<file path="src/rtl/scroll_frame_controller.sv">
// scroll_frame_controller: byte-command driven circular column frame with shadow load, rate divider and bidirectional scroll.
module scroll_frame_controller #(
  parameter int WIDTH = 8,
  parameter int SIZE = 16,
  parameter int DIV_WIDTH = 24,
  parameter logic [DIV_WIDTH-1:0] DEFAULT_DIV = 24'd99
) (
  input  logic                  clk,
  input  logic                  rst,
  input  logic                  cmd_valid,
  output logic                  cmd_ready,
  input  logic [7:0]            cmd_data,
  output logic [WIDTH*SIZE-1:0] frame_out,
  output logic                  shift_tick,
  output logic                  running,
  output logic                  load_busy
);
  localparam int FW = WIDTH * SIZE;
  localparam int IW = (SIZE > 4) ? $clog2(SIZE) : 2;
  localparam logic [127:0] PAT = 128'h00000000_102040FF_FF402010_00000000;
  typedef enum logic [1:0] {IDLE, LOAD, RATE, COMMIT} state_t;
  function automatic logic [FW-1:0] reset_frame();
    logic [FW-1:0] f;
    f = '0;
    if (SIZE == 16)
      for (int i = 0; i < SIZE && i < 16; i++) f[i*WIDTH +: WIDTH] = WIDTH'(PAT[i*8 +: 8]);
    return f;
  endfunction
  state_t state_q, state_d;
  logic [IW-1:0] idx_q, idx_d;
  logic [FW-1:0] frame_q, frame_d, shadow_q, shadow_d, rot;
  logic [15:0] rate_q, rate_d;
  logic [DIV_WIDTH-1:0] div_q, div_d, cnt_q, cnt_d;
  logic running_q, running_d, dir_q, dir_d, tick_q, tick_d, busy_q, busy_d;
  logic accept, step, shift;
  always_comb begin
    accept = cmd_valid && state_q != COMMIT;
    step = accept && state_q == IDLE && cmd_data == 8'h05;
    shift = state_q != COMMIT && ((running_q && cnt_q == div_q) || step);
    // dir_q=1 is RIGHT: column i takes column i+1
    rot = dir_q ? {frame_q[WIDTH-1:0], frame_q[FW-1:WIDTH]}
                : {frame_q[FW-WIDTH-1:0], frame_q[FW-1 -: WIDTH]};
    frame_d = (state_q == COMMIT) ? shadow_q : shift ? rot : frame_q;
    cnt_d = (state_q == COMMIT || shift) ? '0 : running_q ? cnt_q + 1'b1 : cnt_q;
    tick_d = shift;
    state_d = state_q;
    idx_d = idx_q;
    shadow_d = shadow_q;
    rate_d = rate_q;
    div_d = div_q;
    running_d = running_q;
    dir_d = dir_q;
    if (state_q == COMMIT) state_d = IDLE;
    else if (accept)
      case (state_q)
        IDLE: begin
          idx_d = '0;
          case (cmd_data)
            8'h01: state_d = LOAD;
            8'h02: state_d = RATE;
            8'h03: running_d = 1'b1;
            8'h04: running_d = 1'b0;
            8'h06: dir_d = 1'b0;
            8'h07: dir_d = 1'b1;
            default: ;
          endcase
        end
        LOAD: begin
          shadow_d[idx_q*WIDTH +: WIDTH] = WIDTH'(cmd_data);
          idx_d = idx_q + 1'b1;
          if (idx_q == IW'(SIZE - 1)) state_d = COMMIT;
        end
        RATE: begin
          rate_d = {rate_q[7:0], cmd_data};
          idx_d = idx_q + 1'b1;
          if (idx_q == IW'(2)) begin
            div_d = DIV_WIDTH'({rate_q, cmd_data});
            cnt_d = '0;
            state_d = IDLE;
          end
        end
        default: ;
      endcase
    busy_d = state_d == LOAD || state_d == COMMIT;
  end
  always_ff @(posedge clk) begin
    if (rst) begin
      state_q <= IDLE;
      idx_q <= '0;
      frame_q <= reset_frame();
      shadow_q <= '0;
      rate_q <= '0;
      div_q <= DEFAULT_DIV;
      cnt_q <= '0;
      running_q <= 1'b0;
      dir_q <= 1'b0;
      tick_q <= 1'b0;
      busy_q <= 1'b0;
    end else begin
      state_q <= state_d;
      idx_q <= idx_d;
      frame_q <= frame_d;
      shadow_q <= shadow_d;
      rate_q <= rate_d;
      div_q <= div_d;
      cnt_q <= cnt_d;
      running_q <= running_d;
      dir_q <= dir_d;
      tick_q <= tick_d;
      busy_q <= busy_d;
    end
  end
  assign cmd_ready = state_q != COMMIT;
  assign frame_out = frame_q;
  assign shift_tick = tick_q;
  assign running = running_q;
  assign load_busy = busy_q;
endmodule

</file>
<file path="config.mk">
export PLATFORM = sky130hd
export DESIGN_NAME = scroll_frame_controller
export DESIGN_NICKNAME = d
export VERILOG_FILES = /design/src/rtl/scroll_frame_controller.sv
export SDC_FILE = /design/constraint.sdc
export NUM_CORES = 1
export LEC_CHECK = 0
export CAP_MARGIN = 20
export CORE_MARGIN = 1.5
export CORE_UTILIZATION = 57
export DETAILED_ROUTE_END_ITERATION = 10
export GPL_ROUTABILITY_DRIVEN = 0
export PLACE_DENSITY = 0.77
export SLEW_MARGIN = 20
export SYNTH_ARGS = -nofsm -noshare
export SYNTH_HDL_FRONTEND = slang
export SYNTH_SLANG_ARGS = --single-unit
</file>
<file path="constraint.sdc">
create_clock -name clk -period 2.9 [get_ports clk]
set_input_delay 0.29 -clock clk [delete_from_list [all_inputs] [get_ports clk]]
set_output_delay 0.29 -clock clk [all_outputs]
set_load 0.005 [all_outputs]
</file>
==> results of run 1 <==
-- cell usage after synthesis (all sizes together) --
cell type,count,area [sq um]
or2,2,15.02
or4,1,11.26
nand4bb,1,11.26
o21a,1,7.510
a221oi,22,192.7
inv,10,37.54
a32oi,7,61.31
a32o,1,10.01
xor2,16,140.1
nor2b,2,12.51
nor3b,2,15.01
xnor2,33,289.0
nand2b,4,25.02
nor4b,1,8.760
o21ai,34,170.2
clkbuf,81,304.0
nand4b,2,17.52
nor3,11,55.05
a31oi,1,6.260
nor4,5,46.29
a211oi,3,27.52
mux2i,121,1211
nand3b,6,45.04
mux2,99,1115
nor2,132,495.5
ha,12,150.1
and2,19,120.1
nand2,250,938.4
nand3,50,250.2
a21oi,182,914.6
or3,2,12.51
buf,35,256.5
and3,22,137.6
nand4,18,112.6
dfxtp,329,6586
o31a,1,8.760
a2111oi,2,23.77
a22oi,99,743.2
and4,3,26.28
-- timing repair --
item                                    in CTS  in global routing
setup buffers                                0                  3
pin swaps                                    0                  1
resized for setup                            1                  1
endpoints found under the setup margin       1                 12
endpoints found under the hold margin        0                  0
-- power groups by stage --
stage	clock network (mW)	registers [mW]	logic (mW)
2_1_floorplan	0	4.63	0.136
3_3_place_gp	0	4.63	0.221
3_5_place_dp	0	4.63	0.222
4_1_cts	4.55	4.53	0.222
5_1_grt	4.72	4.53	0.241
6_report	4.55	4.53	0.230
-- flip-flops by register name, summed over array words and instances (netlist names) --
name and flops:
cnt_q 24, dir_q 1, div_q 24, frame_out 128, idx_q 4, rate_q 16
running 1, shadow_q 128, shift_tick 1, state_q 2
-- through the flow --
| stage | area (sq um) | cells | util |
|---|---|---|---|
| final | 17540 | 2087 | 0.6967 |
| after detailed placement | 16320 | 2019 | 0.6483 |
| after floorplan | 14610 | 1622 | - |
| after CTS | 17500 | 2081 | 0.6949 |
| after global routing | 17540 | 2084 | 0.6964 |
| after global placement | 16320 | 2019 | 0.6483 |
-- worst register-to-register path, delay by kind of cell, from the launching register on --
kind	cells	cell delay, ns
fa+ha+maj	1	0.23
simple gates	2	1.36
flops	1	0.38
buf+inv	1	0.32
compound gates	1	0.28
-- path summary, 6_finish.rpt --
check,start,end,slack (ns),cells past startpoint
min,rst,shadow_q[112]$_SDFFE_PP0P_,0.24,2
min reg2reg,rate_q[8]$_SDFFE_PP0P_,rate_q[8]$_SDFFE_PP0P_,0.45,2
max,state_q[0]$_SDFF_PP0_,cmd_ready,0.12,4
max reg2reg,state_q[0]$_SDFF_PP0_,frame_out[55]$_SDFFE_PP0P_,0.27,5
-- logic make-up after synthesis --
group,synth area share
and+or+nand+nor,0.1612
AOI/OAI and AO/OA,0.1482
DFF,0.4508
muxes,0.1592
buffers and inverters,0.04093
xor gates and xnor gates,0.02937
adders and majority gates,0.01028
-- routing by layer --
layer  wire length (microns)  global-route usage  up-vias
met4                    1610              0.1405        0
met1                   19730              0.4853     6327
met5                       0                   0        -
li1                        -                   -     5950
met2                   20110              0.4998      715
met3                    5022             0.07186      125
-- area by class of cell --
| class | count | area [sq um] |
|---|---|---|
| multi-input cells | 1167 | 7463 |
| flip-flops and latches | 329 | 6590 |
| fillers | 1909 | 7637 |
| clock inverters | 7 | 75.07 |
| inverters | 10 | 37.54 |
| well taps | 330 | 412.9 |
| repair buffers | 186 | 1862 |
| diodes | 3 | 7.507 |
| clock buffers | 55 | 1096 |
-- placed cells by master, fill, tap and decap left out, drive strengths merged, types with 4 or more instances in the layout --
cell / netlist / final
clkdlybuf4s50: 0 / 141
nor3: 11 / 11
nand2b: 4 / 4
nand3b: 6 / 6
a21oi: 182 / 182
o21ai: 34 / 34
clkbuf: 81 / 57
dfxtp: 329 / 329
mux2: 99 / 99
xor2: 16 / 16
xnor2: 33 / 33
a32oi: 7 / 7
buf: 35 / 43
nor4: 5 / 5
nand3: 50 / 50
nor2: 132 / 132
ha: 12 / 12
mux2i: 121 / 121
inv: 10 / 11
nand4: 18 / 18
nand2: 250 / 250
a221oi: 22 / 22
clkinv: 0 / 5
and3: 22 / 22
and2: 19 / 19
a22oi: 99 / 99
==> impl_metrics.prom, run 1 <==
# TYPE chip_impl_metric gauge
chip_impl_metric{name="grt_first_pass_wirelength",unit="mm"} 69.97
chip_impl_info{name="setup_repair_after_global_routing_missed_its_margin",value="no"} 1
chip_impl_metric{name="htree_num_levels",unit=""} 2
chip_impl_metric{name="floorplan.initialDensity",unit=""} 0.5802
chip_impl_info{name="run_status",value="finished, final reports clean"} 1
chip_impl_metric{name="finalSetupViolations",unit=""} 0
chip_impl_metric{name="seq_power_share",unit=""} 0.487
chip_impl_metric{name="count_of_nets_left_with_antenna_violations_after_detail_routing",unit=""} 0
chip_impl_metric{name="holdWs",unit="ns"} 0.2425
chip_impl_metric{name="totalPowerFinal",unit="mW"} 9.309
chip_impl_metric{name="setup_ws",unit="ns"} 0.1196
chip_impl_metric{name="crit_arrival",unit="ns"} 2.49
chip_impl_metric{name="synth_cell_area",unit="sq um"} 14610
chip_impl_metric{name="max-cap-violations",unit=""} 0
chip_impl_metric{name="final.setup_skew",unit="ns"} 0.01513
chip_impl_metric{name="totalNegativeSetupSlack",unit="ns"} 0
chip_impl_metric{name="path_max_fanout",unit=""} 81
chip_impl_info{name="worst_setup_path_end_kind",value="primary output"} 1
chip_impl_metric{name="seq_total_area_yosys",unit=""} 0.4508
chip_impl_metric{name="finalHoldViolCount",unit=""} 0
chip_impl_metric{name="grt.total_usage",unit=""} 0.3410
chip_impl_metric{name="die_h",unit="microns"} 163.1
chip_impl_metric{name="average_instance_area_after_synthesis",unit="sq um"} 9.008
chip_impl_metric{name="pwr_density_cell",unit="nW/um^2"} 530.6
chip_impl_metric{name="drt-vias-per-instance",unit=""} 6.285
chip_impl_metric{name="timing_max_transition_violations_final",unit=""} 0
chip_impl_metric{name="synthesis.nets",unit=""} 1645
chip_impl_metric{name="synthesis.yosys.warnings",unit=""} 0
chip_impl_metric{name="required",unit="ns"} 2.61
chip_impl_metric{name="power.ir.vdd_worst",unit="uV"} 342.8
chip_impl_metric{name="cpPeakStageDelay",unit="ns"} 0.57
chip_impl_metric{name="drtPass1Iterations",unit=""} 5
chip_impl_metric{name="floorplan.rows",unit=""} 58
chip_impl_metric{name="combinationalPowerShare",unit=""} 0.025
chip_impl_metric{name="synth-seq-cells",unit=""} 329
chip_impl_info{name="setup.worst_path.class",value="reg -> out"} 1
chip_impl_metric{name="clock-sinks",unit=""} 329
chip_impl_metric{name="routed_wirelength",unit="mm"} 46.47
chip_impl_metric{name="worst_skew_pair.late_latency",unit="ns"} 0.53
chip_impl_metric{name="cts.path.max_buffers",unit=""} 3
chip_impl_metric{name="max_slew.worst_pin.slew",unit="ns"} 1.097
chip_impl_info{name="cpLargestDelayFamily",value="buffers and inverters"} 1
chip_impl_metric{name="port_buffers",unit=""} 142
chip_impl_info{name="critical_path.cell_chain",value="ha_4, clkbuf_8, inv_1, clkdlybuf4s50_1"} 1
chip_impl_metric{name="cts_buffers",unit=""} 36
chip_impl_metric{name="hold_buf_cts",unit=""} 0
chip_impl_metric{name="yosysUniqueCellTypes",unit=""} 49
chip_impl_info{name="clock-root-buffer",value="clkbuf_16"} 1
chip_impl_info{name="critical_path.slowest_cell",value="clkdlybuf4s50_1"} 1
chip_impl_metric{name="slew_headroom",unit=""} 0.2690
chip_impl_metric{name="nNetsFinal",unit=""} 1753
chip_impl_info{name="tritoncts_clock_tree",value="built"} 1
chip_impl_metric{name="dr_total_vias",unit=""} 13120
chip_impl_metric{name="chipWidth",unit="microns"} 163.1
chip_impl_metric{name="total_leakage_power",unit="nW"} 6.573
chip_impl_metric{name="final_critical_path_share_of_the_clock_period",unit=""} 0.9587
chip_impl_metric{name="postSynthCellCount",unit=""} 1622
chip_impl_metric{name="clock_power_share",unit=""} 0.488
chip_impl_metric{name="dp_hpwl",unit="mm"} 30.60
chip_impl_metric{name="clk_transition_reported_paths",unit="ns"} 0.06
chip_impl_metric{name="internal_power",unit="mW"} 7.288
chip_impl_metric{name="detailedPlace.worstSlack",unit="ns"} 0.1195
chip_impl_metric{name="floorplan.die_area",unit="sq um"} 26600
chip_impl_metric{name="total_switching_power",unit="mW"} 2.020
chip_impl_metric{name="critical_path_buf_inv_count",unit=""} 3
chip_impl_metric{name="post-route-min-period",unit="ns"} 2.780
chip_impl_metric{name="fmax",unit="MHz"} 359.7
chip_impl_metric{name="grt_overflow_total",unit=""} 0
chip_impl_metric{name="area_delta_synth_final",unit="%"} 20.07
chip_impl_metric{name="pin_count",unit=""} 143
chip_impl_metric{name="maximum_number_of_pins_on_one_net_before_global_route_repair",unit=""} 233
chip_impl_info{name="start_kind",value="flop"} 1
chip_impl_metric{name="fp.coreArea",unit="sq um"} 25180
chip_impl_metric{name="avg_wl_per_cell",unit="microns"} 22.27
chip_impl_metric{name="drt_drc_violations_left",unit=""} 0
chip_impl_metric{name="antenna_violations_before_repair",unit=""} 4
chip_impl_metric{name="detailedRoute.firstIterationViolations",unit=""} 1924
chip_impl_metric{name="first_global_vias",unit=""} 11810
chip_impl_metric{name="post_route_cells_drive_above_1_share",unit=""} 0.1186
chip_impl_metric{name="switching_fraction",unit=""} 0.2170
chip_impl_info{name="hold_path.class",value="in -> reg"} 1
Note: power is estimated with default switching activity, not from simulation.
==> run 2, diff against run 1 <==
--- a/config.mk
+++ b/config.mk
@@ -10,6 +10,7 @@
 export CORE_UTILIZATION = 57
 export DETAILED_ROUTE_END_ITERATION = 10
 export GPL_ROUTABILITY_DRIVEN = 0
+export HOLD_SLACK_MARGIN = 0.1
 export PLACE_DENSITY = 0.77
 export SLEW_MARGIN = 20
 export SYNTH_ARGS = -nofsm -noshare
==> results of run 2 <==
Final layout, timing and power as in run 1 (identical DEF).
